**config.mk**
```make
export PLATFORM = sky130hd
export DESIGN_NAME = sipo_rx
export DESIGN_NICKNAME = d
export VERILOG_FILES = /design/src/rtl/sipo_rx.sv
export SDC_FILE = /design/constraint.sdc
export NUM_CORES = 1
export LEC_CHECK = 0
export BUFFER_PORTS_ARGS = -buffer_cell sky130_fd_sc_hd__buf_2
export CORE_AREA = 2 2 46 48
export DETAILED_ROUTE_END_ITERATION = 8
export DIE_AREA = 0 0 48 50
export GPL_ROUTABILITY_DRIVEN = 0
export PLACE_DENSITY = 0.72
export SETUP_SLACK_MARGIN = 0.15
export SYNTH_ARGS = -nofsm -noshare
export SYNTH_HDL_FRONTEND = slang
export SYNTH_SLANG_ARGS = --single-unit
```
**constraint.sdc**
```tcl
create_clock -name i_clk -period 1.8 [get_ports i_clk]
set_input_delay 0.18 -clock i_clk [delete_from_list [all_inputs] [get_ports i_clk]]
set_output_delay 0.18 -clock i_clk [all_outputs]
set_load 0.01 [all_outputs]
```
**src/rtl/sipo_rx.sv**
```systemverilog
// sipo_rx: LSB-first serial-in parallel-out receive deserializer.
// Bits arrive one per i_shift strobe; each completed N-bit word is offered
// on a one-deep holding register with a valid/ready handshake. A word that
// completes while the holding register is still occupied is dropped and
// recorded in a sticky overrun flag.
module sipo_rx #(
   parameter int   N = 8,
   parameter logic R = 1'b0
) (
   input  logic                   i_clk,
   input  logic                   i_rst,
   input  logic                   i_shift,
   input  logic                   i_data,
   input  logic                   i_clear,
   input  logic                   i_ready,
   output logic [N-1:0]           o_data,
   output logic                   o_valid,
   output logic                   o_busy,
   output logic                   o_overrun,
   output logic [$clog2(N+1)-1:0] o_count
);

   localparam int CW = $clog2(N + 1);
   localparam logic [N-1:0] FILL = {N{R}};

   // A zero-width or negative word makes no sense; stop at elaboration.
   generate
      if (N < 1) begin : g_bad_n
         $error("sipo_rx: parameter N must be at least 1");
      end
   endgenerate

   typedef enum logic {
      ST_IDLE = 1'b0,
      ST_RECV = 1'b1
   } state_t;

   state_t          r_state;
   logic [N-1:0]    r_shift;
   logic [CW-1:0]   r_count;
   logic            r_busy;
   logic [N-1:0]    r_data;
   logic            r_valid;
   logic            r_overrun;

   logic [N-1:0]    w_candidate;
   logic            w_last;
   logic            w_strobe;
   logic            w_complete;
   logic            w_accept;
   logic            w_slot_free;
   logic            w_unused_lsb;

   // The word as it would look after this strobe: new bit enters at the top,
   // everything else moves one place toward bit 0.
   generate
      if (N == 1) begin : g_cand_n1
         assign w_candidate = i_data;
      end else begin : g_cand_nx
         assign w_candidate = {i_data, r_shift[N-1:1]};
      end
   endgenerate

   // Bit 0 of the shift register is shifted out on every strobe and never
   // reaches a word; it only exists so the register keeps its natural width.
   assign w_unused_lsb = r_shift[0];

   // A strobe is ignored in a clear cycle; clear wins.
   assign w_strobe    = i_shift && !i_clear;
   assign w_last      = (r_count == CW'(N - 1));
   assign w_complete  = w_strobe && w_last;
   assign w_accept    = r_valid && i_ready;
   // The slot can take a new word if empty or being emptied on this edge.
   assign w_slot_free = !r_valid || i_ready;

   // Receive FSM: bit counter, shift register and registered busy flag.
   always_ff @(posedge i_clk) begin
      if (i_rst) begin
         r_state <= ST_IDLE;
         r_count <= '0;
         r_shift <= FILL;
         r_busy  <= 1'b0;
      end else if (i_clear) begin
         r_state <= ST_IDLE;
         r_count <= '0;
         r_shift <= FILL;
         r_busy  <= 1'b0;
      end else if (i_shift) begin
         r_shift <= w_candidate;
         case (r_state)
            ST_IDLE: begin
               if (w_last) begin
                  // Only reachable for N == 1: every strobe is a full word.
                  r_state <= ST_IDLE;
                  r_count <= '0;
                  r_busy  <= 1'b0;
               end else begin
                  r_state <= ST_RECV;
                  r_count <= r_count + CW'(1);
                  r_busy  <= 1'b1;
               end
            end
            ST_RECV: begin
               if (w_last) begin
                  r_state <= ST_IDLE;
                  r_count <= '0;
                  r_busy  <= 1'b0;
               end else begin
                  r_state <= ST_RECV;
                  r_count <= r_count + CW'(1);
                  r_busy  <= 1'b1;
               end
            end
            default: begin
               r_state <= ST_IDLE;
               r_count <= '0;
               r_busy  <= 1'b0;
            end
         endcase
      end
   end

   // Holding register: load on completion into a free slot, empty on accept.
   always_ff @(posedge i_clk) begin
      if (i_rst) begin
         r_data  <= FILL;
         r_valid <= 1'b0;
      end else if (w_complete && w_slot_free) begin
         r_data  <= w_candidate;
         r_valid <= 1'b1;
      end else if (w_accept) begin
         r_valid <= 1'b0;
      end
   end

   // Sticky overrun: set by a dropped word, cleared by reset or clear.
   always_ff @(posedge i_clk) begin
      if (i_rst) begin
         r_overrun <= 1'b0;
      end else if (i_clear) begin
         r_overrun <= 1'b0;
      end else if (w_complete && !w_slot_free) begin
         r_overrun <= 1'b1;
      end
   end

   assign o_data    = r_data;
   assign o_valid   = r_valid;
   assign o_busy    = r_busy;
   assign o_overrun = r_overrun;
   assign o_count   = r_count;

`ifdef FORMAL
   a_count_range: assert property (@(posedge i_clk) r_count < CW'(N));
   a_busy_match:  assert property (@(posedge i_clk) r_busy == (r_count != '0));
   a_valid_fall:  assert property (@(posedge i_clk) disable iff (i_rst)
                     (r_valid && !i_ready) |=> r_valid);
   a_data_stable: assert property (@(posedge i_clk) disable iff (i_rst)
                     (r_valid && !i_ready) |=> $stable(r_data));
`endif

endmodule

```
# Word-level counts from Yosys, hierarchy flattened
# Index checks and enable logic that the tools add are counted.
# totals
regBits,23
latchBits,0
mem_bits_rw,0
mem_bits_ro,0
in_bits,6
wordCells,23
mem_count,0
# classes
add_sub_neg,1
n_mul,0
div,0
magnitude_cmp,0
eq_ne,1
shifts,0
n_mux,4
bitwise,0
reduce_logical,11
# op_table
cell,count
$logic_and A1 B1 Y1,5
$add A4 B1 Y4 const B,1
$eq A4 B3 Y1 const B,1
$mux W4,1
$logic_not A1 Y1,3
$mux W1,3
$reduce_bool A2 Y1,1
$reduce_or A2 Y1,1
$logic_or A1 B1 Y1,1

# Logic depth before layout (Yosys ltp)
# logic_depth
depth_word,5
depth_mapped,5

# Worst setup path after synthesis
# OpenSTA, ideal clock, no wires.
# synth_path
path_type,reg2reg
start,"register r_count[0], in the netlist o_count[0]"
end,"register r_data[0], in the netlist o_data[0]"
setup_time_ns,0.072
arrival_ns,1.319
required_time_ns,1.728
setup_slack_ns,0.409
stages_incl_launch_ff,6
period_less_slack_ns,1.391
cell_sequence,dfxtp_1 -> ha_1 -> nand2_2 -> nor4b_2 -> buf_4 -> mux2i_1
# synth_between
elab_chain_len,3
# synth_lines
item,line,source
start: declaration,40,logic [CW-1:0] r_count;
start signal: assignment,99,r_count <= r_count + CW'(1);
start signal: assignment,110,r_count <= r_count + CW'(1);
$eq A4 B3 Y1,70,assign w_last = (r_count == CW'(N - 1));
$logic_and A1 B1 Y1,71,assign w_complete = w_strobe && w_last;
$logic_and A1 B1 Y1,128,end else if (w_complete && w_slot_free) begin
end signal: assignment,129,r_data <= w_candidate;
end: declaration,42,logic [N-1:0] r_data;
# Every way passes these cells.
# A chain may end at the register's enable or synchronous reset.

# Worst setup path after layout
# Same ends and word-level chain as after synthesis.

==> impl_metrics.sql <==
INSERT INTO impl_metrics (metric_group, metric, value, unit) VALUES
('power_and_ir_drop', 'powerDensity', '715.9', 'nW/µm²'),
('layout', 'syn_to_final_growth', '15.27', '%'),
('grt', 'antenna_found_initial', '0', ''),
('floorplan', 'die_height', '50', 'µm'),
('floorplan', 'num_rows', '16', ''),
('power_and_ir_drop', 'leakage', '0.4259', 'nW'),
('min_path', 'min-delay-start', 'i_data', ''),
('timing', 'unrepaired_setup_endpoints_after_global_routing', 'false', ''),
('placement', 'post-dp-hpwl', '992.8', 'µm'),
('cts', 'deepest_clock_path_buffer_count', '2', ''),
('setup_path', 'worst-endpoint-required', '2030', 'ps'),
('setup_path', 'crit_path_end_kind', 'flip-flop', ''),
('grt', 'pin_count_of_the_biggest_net_entering_global_routing', '20', ''),
('layout', 'nets', '119', ''),
('detailed_routing', 'detailedRoute.firstPassIterationCount', '4', ''),
('grt', 'grt-busiest-layer', 'met1', ''),
('floorplan', 'floorplan.die_area', '2400', 'µm²'),
('timing', 'fmax', '0.6827', 'GHz'),
('timing', 'slew_viol_final', '0', ''),
('timing', 'timing.slew.headroom', '70.83', '%'),
('placement', 'port_buffers', '20', ''),
('min_path', 'number_of_instances_on_the_worst_hold_path', '3', ''),
('setup_path', 'r2r_cells', '5', ''),
('cts', 'holdBufCountCts', '0', ''),
('grt', 'gr-usage-met2', '16.00', '%'),
('floorplan', 'starting_density', '47.83', '%'),
('placement', 'pre_cts_slack', '357.7', 'ps'),
('detailed_routing', 'drt-initial-drc-count', '7', ''),
('detailed_routing', 'routed_wl', '1377', 'µm'),
('timing', 'post-route-worst-setup-slack', '335.3', 'ps'),
('grt', 'grt.met3_usage', '2.198', '%'),
('setup_path', 'worstSetupStartpoint', 'o_count[0]$_SDFFE_PP0P_', ''),
('layout', 'finalInstanceArea', '1049', 'µm²'),
('power_and_ir_drop', 'share_of_power_burned_in_registers', '65.7', '%'),
('timing', 'timing.final.hold_violations', '0', ''),
('setup_path', 'crit_type', 'flip-flop to flip-flop', ''),
('power_and_ir_drop', 'clock_power_share', '28.8', '%'),
('power_and_ir_drop', 'internal_power', '0.0005876', 'W'),
('power_and_ir_drop', 'max-vdd-ir-drop', '417.6', 'µV'),
('power_and_ir_drop', 'p_switching', '0.0001630', 'W'),
('timing', 'timing.final.crit_share', '81.37', '%'),
('placement', 'placed_area', '1026', 'µm²'),
('yosys', 'synthesis.area_per_instance', '9.996', 'µm²'),
('run_status', 'outcome', 'completed', ''),
('grt', 'grt_use_met1', '20.55', '%'),
('grt', 'vias_in_the_first_global_route', '516', ''),
('floorplan', 'ioPinCount', '21', ''),
('cts', 'post_cts.repair.setup_buffers', '0', ''),
('detailed_routing', 'num_vias', '633', ''),
('setup_path', 'worstReg2RegStart', 'o_count[0]$_SDFFE_PP0P_', ''),
('cts', 'cts_htree_levels', '1', ''),
('power_and_ir_drop', 'relative_contribution_of_combinational_cells_to_total_power', '5.5', '%'),
('cts', 'cts.sinks', '22', ''),
('grt', 'grt_first_pass_wirelength', '2263', 'µm'),
('run', 'cap_violations', '0', ''),
('yosys', 'synth_seq_area_share', '48.42', '%'),
('setup_path', 'path_max_fanout', '8', ''),
('cts', 'cts_made_buffers', '3', ''),
('setup_path', 'worstSetupStartpointType', 'flip-flop', ''),
('layout', 'num_antenna_cells', '0', ''),
('detailed_routing', 'drt-wirelength-per-cell', '10.05', 'µm'),
('setup_path', 'rrSetupSlack', '340', 'ps'),
('layout', 'layout_commonest_cell', 'dfxtp_1', ''),
('detailed_routing', 'drc', '0', ''),
('setup_path', 'rr_endpoint', 'o_data[0]$_SDFFE_PP0P_', ''),
('timing', 'hold_slack', '135.5', 'ps'),
('yosys', 'postSynthRegisterBits', '22', ''),
('layout', 'share_of_final_layout_standard_cells_stronger_than_drive_strength_1', '24.55', '%'),
('cts', 'post_cts_resize_count', '0', ''),
('layout', 'layout_common_cells', 'dfxtp_1 (22), buf_2 (20), nand2b_1 (19)', ''),
('cts', 'worst_setup_hold_path_clk_slew', '120', 'ps');
==> metrics by stage <==
stage                     power [W]  std cells  utilization [%]
after floorplan           0.0005342         91                -
after global placement    0.0005452        134            53.95
after detailed placement  0.0005457        134            53.95
after CTS                 0.0007565        137            55.13
after global routing      0.0007847        137            55.13
final                     0.0007507        137            55.13
==> sequential cells by signal, indices dropped and copies added, names as in the netlist <==
signal and flops:
r_shift 7, o_overrun 1, o_busy 1, o_count 4, o_valid 1, o_data 8
==> power groups by stage <==
stage | sequential [W] | combinational (W) | clock, W
2_1_floorplan | 0.000505 | 0.0000294 | 0
3_3_place_gp | 0.000504 | 0.0000415 | 0
3_5_place_dp | 0.000504 | 0.0000419 | 0
4_1_cts | 0.000493 | 0.0000419 | 0.000222
5_1_grt | 0.000494 | 0.0000462 | 0.000245
6_report | 0.000493 | 0.0000415 | 0.000216
==> how the worst max path moves through the flow <==
stage,endpoint,slack [ps],cells past startpoint
final,o_data[0]$_SDFFE_PP0P_,340,5
after global routing,o_data[0]$_SDFFE_PP0P_,180,5
after CTS,o_data[0]$_SDFFE_PP0P_,330,5
after detailed placement,o_data[0]$_SDFFE_PP0P_,360,5
after global placement,o_data[0]$_SDFFE_PP0P_,390,5
after floorplan,o_data[0]$_SDFFE_PP0P_,410,5
==> layout make-up <==
type	instances	area (µm²)
fillers	177	853.3
flip-flops and latches	22	440.4
multi-input cells	63	440.4
repair buffers	21	107.6
well taps	27	33.78
clock buffers	3	22.52
inverters	1	3.754
==> cell usage after synthesis (all sizes together) <==
library cell | instances | area share (%)
dfxtp | 22 | 48
nand2b | 19 | 13
mux2i | 16 | 18
nor2 | 11 | 4.5
a21oi | 3 | 1.7
buf | 3 | 1.9
nand2 | 3 | 1.5
clkbuf | 2 | 0.83
or3 | 2 | 1.4
ha | 1 | 1.4
inv | 1 | 0.41
nand4 | 1 | 0.69
nor2b | 1 | 0.69
nor4b | 1 | 1.7
o21ai | 1 | 0.55
o22ai | 1 | 0.69
o31ai | 1 | 1.4
or2 | 1 | 0.69
xor2 | 1 | 0.96
==> cells by family after synthesis <==
kind of cell    count (synthesis)  share of synthesized area (%)
mux                            16                          17.61
compound gates                  6                          4.263
xor+xnor                        1                         0.9630
buf+inv                         6                          3.164
flops                          22                          48.42
fa+ha+maj                       1                          1.375
simple gates                   39                          24.21
==> metal layers <==
layer | wire, µm | up-vias
li1 | - | 338
met1 | 767 | 284
met2 | 562 | 9
met3 | 27 | 2
met4 | 19 | 0
met5 | 0 | -
==> worst max-delay path, cell delays in order, from the launching register on <==
cell	delay, ps
dfxtp_1	410
ha_1	220
nand2_2	100
nor4b_2	260
buf_4	220
mux2i_1	190
(Power assumes the default switching activity.)
